$ cat config.mk
export PLATFORM = sky130hd
export DESIGN_NAME = mem_access_unit
export DESIGN_NICKNAME = d
export VERILOG_FILES = /design/src/rtl/mem_access_unit.sv
export SDC_FILE = /design/constraint.sdc
export NUM_CORES = 1
export LEC_CHECK = 0
export CAP_MARGIN = 20
export CORE_MARGIN = 3
export CORE_UTILIZATION = 35
export CTS_CLUSTER_SIZE = 16
export DETAILED_ROUTE_END_ITERATION = 7
export PLACE_DENSITY_LB_ADDON = 0.12
export SLEW_MARGIN = 10
export SYNTH_ARGS = -nofsm -noshare
export SYNTH_HDL_FRONTEND = slang
export SYNTH_SLANG_ARGS = --single-unit
$ cat constraint.sdc
create_clock -name CLK -period 2 [get_ports CLK]
set_input_delay 0.2 -clock CLK [delete_from_list [all_inputs] [get_ports CLK]]
set_output_delay 0.2 -clock CLK [all_outputs]
set_load 0.01 [all_outputs]
$ cat src/rtl/mem_access_unit.sv
// mem_access_unit: latches a load/store command and runs it over a req/ack memory
// handshake, reporting misalignment and time-outs back to the control unit.
module mem_access_unit #(
    parameter int ADDR_W      = 8,
    parameter int TIMEOUT_CYC = 15
) (
    input  logic              CLK,
    input  logic              CLR,
    input  logic              start,
    input  logic              rw,
    input  logic [1:0]        size,
    input  logic              sign,
    input  logic [31:0]       addr,
    input  logic [31:0]       wdata,
    output logic [31:0]       rdata,
    output logic              busy,
    output logic              done,
    output logic              err,
    output logic [ADDR_W-1:0] mem_addr,
    output logic [31:0]       mem_wdata,
    output logic [3:0]        mem_be,
    output logic              mem_req,
    output logic              mem_we,
    input  logic [31:0]       mem_rdata,
    input  logic              mem_ack
);
    typedef enum logic [1:0] {IDLE, ACCESS, COMPLETE, FAULT} state_t;
    state_t            state;
    logic [ADDR_W-1:0] mar;
    logic [31:0]       wdata_q, mdr, load_val;
    logic [3:0]        be_q;
    logic [1:0]        lane, size_q;
    logic              rw_q, sign_q, misaligned;
    logic [7:0]        cnt, byte_sel;
    logic [15:0]       half_sel;
    always_comb begin
        misaligned = size == 2'b11 || (size == 2'b01 && addr[0]) || (size == 2'b10 && addr[1:0] != 2'b00);
        byte_sel   = mem_rdata[{lane, 3'b000} +: 8];
        half_sel   = lane[1] ? mem_rdata[31:16] : mem_rdata[15:0];
        load_val   = size_q == 2'b00 ? {{24{sign_q & byte_sel[7]}}, byte_sel} :
                     size_q == 2'b01 ? {{16{sign_q & half_sel[15]}}, half_sel} : mem_rdata;
    end
    always_ff @(posedge CLK or negedge CLR) begin
        if (!CLR) begin
            state   <= IDLE;
            mar     <= '0;
            wdata_q <= '0;
            mdr     <= '0;
            be_q    <= '0;
            lane    <= '0;
            size_q  <= '0;
            rw_q    <= 1'b0;
            sign_q  <= 1'b0;
            cnt     <= '0;
        end else begin
            case (state)
                IDLE: if (start) begin
                    mar     <= addr[ADDR_W-1:0];
                    lane    <= addr[1:0];
                    rw_q    <= rw;
                    size_q  <= size;
                    sign_q  <= sign;
                    be_q    <= size == 2'b00 ? 4'b0001 << addr[1:0] :
                               size == 2'b01 ? 4'b0011 << addr[1:0] : 4'b1111;
                    wdata_q <= size == 2'b00 ? {4{wdata[7:0]}} :
                               size == 2'b01 ? {2{wdata[15:0]}} : wdata;
                    cnt     <= '0;
                    state   <= misaligned ? FAULT : ACCESS;
                end
                ACCESS: if (mem_ack) begin
                    if (rw_q) mdr <= load_val;
                    state <= COMPLETE;
                end else begin
                    cnt <= cnt + 8'd1;
                    if (cnt + 8'd1 == 8'(TIMEOUT_CYC)) state <= FAULT;
                end
                default: state <= IDLE;
            endcase
        end
    end
    assign rdata     = mdr;
    assign busy      = state != IDLE;
    assign done      = state == COMPLETE || state == FAULT;
    assign err       = state == FAULT;
    assign mem_req   = state == ACCESS;
    assign mem_we    = mem_req & ~rw_q;
    assign mem_be    = mem_req ? be_q : 4'b0000;
    assign mem_addr  = mar;
    assign mem_wdata = wdata_q;
endmodule

==> results.md, run 1 <==
- Status: complete, no violations
- Area of the die: 0.0143 mm2
- Fin nets: 756
- Fin. max-slew vios: 0
- Max-Cap Viols: 0
- Count leader, synth: nand2_1
- Worst Slack Setup Final: 0.143 ns
- Sw frac: 35.7%
- XOR/XNOR share of the synthesized area: 0%
- Clock power share: 18.5%
- DRT Wirelength: 13.4 mm
- Unique masters post-synth: 42
- Clk slew on worst S/H paths: 0.06 ns
- Crit Path Max Fanout: 9
- Avg WL per Cell: 16.4 um
- Worst vdd ir: 0.586 mV
- Io pins: 185
- Avg Inst Size Synth: 9.16 um2
- Tmin final: 1.86 ns
- Worst slew margin: 63.0%
- Layout area overhead: 46.5%
- Port bufs: 160
- Post-Place Cells: 801
- Initial cell density of the core: 36.7%
- Non-filler cells, final: 819
- LEAKAGE: 0.00294 uW
- Congestion Overflow GR: 0
- Crit start category: flop
- Worst min-delay path class: in2reg
- Unrepaired setup endpoints after global routing: no
- Crit path capture type: primary output
- Reg power frac: 33.8%
- Largest net degree at the start of global routing: 91
- Period utilisation layout: 92.9%
- Synth Area in Compound Gates: 16.4%
- H-tree Lvls: 3
- Highest Clock Rate: 538 MHz
- Max clock buf depth: 2
- Num CTS Buffers: 9
- Initial DRC Count: 217
- Internal power: 5860 uW
- Cells after Synth: 493
- Initial antenna violation count: 0
- Cell taking the most area after synthesis: dfrtp_1
- Worst-Margin Slew: 0.555 ns
- Synth Flop Type: dfrtp_1
- Share of post-route cells with drive strength above 1: 7.53%
- Global-route wire length before repair: 21.6 mm
- Setup Skew: 0.00915 ns
- Crit path DAT: 1.66 ns
- Main combinational cell family by area after synthesis: simple AND/OR/NAND/NOR gates
- Antenna cells: 0
- Final setup violation count: 0
- Crit path kind: reg2out
- Num rows: 40
- Remaining DRCs: 0
- Die Ht: 120 um
- Synth Area in Simple Gates: 20.8%
- Top post-synthesis cells by count: nand2_1, dfrtp_1, o21ai_0
- R2R cell count: 5
- Core Box Area: 0.0123 mm2
- Post-DRT Antenna Nets: 0
- Die Wd: 120 um
- Synth area leaders: dfrtp_1, nand2_1, mux2i_1
- Gr usage total: 18.9%
- Power per Cell Area: 1380 mW/mm2
- DRT Pass-1 Iters: 4
- Vias in the first global route: 4159
- Clk root buf: clkbuf_16
- Routed vias/inst: 5.07
- Via count: 4150
- Power Total: 9120 uW
- Mux cell area share after synthesis: 6.68%
- Adder-Cell Fraction of Synth Area: 1.66%
- Fillers: 1166
- Setup Total Neg Slack: 0 ns
- Synth Register Bits: 90
- Seq/Total Area, Yosys: 49.9%
- CTS tree: done
- Post-synth top area share: 49.9%
- Count of warnings emitted by yosys: 0
- Asr flop ratio synth: 100%
- Later-pin clock latency in the skew report: 0.35 ns
- Net Switching: 3260 uW
- Comb pwr share: 47.7%
- Required time worst endpoint: 1.80 ns
- Number of synthesized flops with an enable pin: 0
- Fin Hold WS: 0.378 ns
- Syn nets: 603
- Final hold vios: 0
- Pre-CTS setup slack: 0.144 ns
- Worst hold stages: 3
- Synth Cell Area: 0.00452 mm2
- Post-DP HPWL: 9.75 mm
- Placer Congestion: 0.896
- TritonCTS Sinks: 90
## state kept, by name, summed over array words and instances (netlist names)
name / flops
cnt: 8
mem_addr: 8
sign_q: 1
be_q: 4
mem_wdata: 32
state: 2
rdata: 32
size_q: 2
rw_q: 1
## power groups by stage
stage / Sequential [uW] / Combinational (uW) / Clock [uW]
finish: 3090 / 4350 / 1690
global route: 3210 / 4760 / 1780
CTS: 3100 / 4410 / 1720
detailed placement: 3120 / 4390 / 0
global placement: 3100 / 4330 / 0
floorplan: 3380 / 1830 / 0
## worst max-delay path: stages, from the launching register on
cell	delay, ns
dfrtp_2	0.45
nor2b_2	0.15
buf_4	0.17
clkdlybuf4s50_1	0.54
## timing repair
action	in CTS	in global routing
resized for setup	6	0
hold buffers	1	0
buffers inserted	1	0
setup endpoints to repair	4	0
hold endpoints to repair	90	0
## final timing paths
path	start	endpoint	slack [ns]
setup / recovery	state[1]	mem_req	0.14
hold / removal	addr[6]	mem_addr[6]	0.38
setup reg to reg	state[1]	rdata[18]	0.36
hold reg to reg	be_q[0]	be_q[0]	0.46
max in group asynchronous	CLR	state[1]	1.16
min in group asynchronous	CLR	rdata[1]	0.44
## layer usage
metal / vias up / global-route usage [%] / routed length, um
li1: 2036 / - / -
met1: 1964 / 24.6 / 5960
met2: 130 / 29.4 / 6140
met3: 20 / 5.70 / 1030
met4: 0 / 7.59 / 279
met5: - / 0 / 0
## cells by family (layout without fill, tap and decap cells)
| logic type | count (synthesis) | count (layout) |
|---|---|---|
| buffers and inverters | 46 | 204 |
| adders and majority gates | 6 | 6 |
| muxes | 30 | 30 |
| DFF | 90 | 90 |
| and+or+nand+nor | 206 | 206 |
| AOI/OAI and AO/OA | 115 | 115 |
## placed cells by master, fill, tap and decap left out, drive strengths merged, types with 8 or more instances in the layout
| cell type | n |
|---|---|
| a31oi | 8 |
| buf | 21 |
| nand2 | 102 |
| nand3 | 33 |
| dfrtp | 90 |
| a22oi | 9 |
| clkbuf | 14 |
| mux2i | 29 |
| a21oi | 19 |
| o21ai | 50 |
| nor3 | 9 |
| clkdlybuf4s50 | 155 |
| nor2 | 29 |
| a22o | 8 |
## area by class of cell
class                      count  area, um2  area share (%)
sequential                    90       2250            34.1
multi-input combinational    357       2070            31.2
timing repair buffer         181       1780            26.9
clock buffer                  14        244            3.69
tap                          168        210            3.18
clock inverter                 2       37.5           0.567
inverter                       7       26.3           0.397
## through the flow
stage	util (%)	cell area (um2)
after floorplan	-	4520
after global placement	51.3	6320
after detailed placement	51.3	6320
after CTS	53.8	6620
after global routing	53.8	6620
final	53.8	6620
No activity file was read; power rests on OpenSTA's default activity.
==> run 2: changes to the inputs <==
ABC_CLOCK_PERIOD_IN_PS = 2000   (was default)
CTS_CLUSTER_SIZE = default   (was 16)
==> results of run 2 <==
Same layout as run 1: the final DEF is identical, and so are final timing and power.
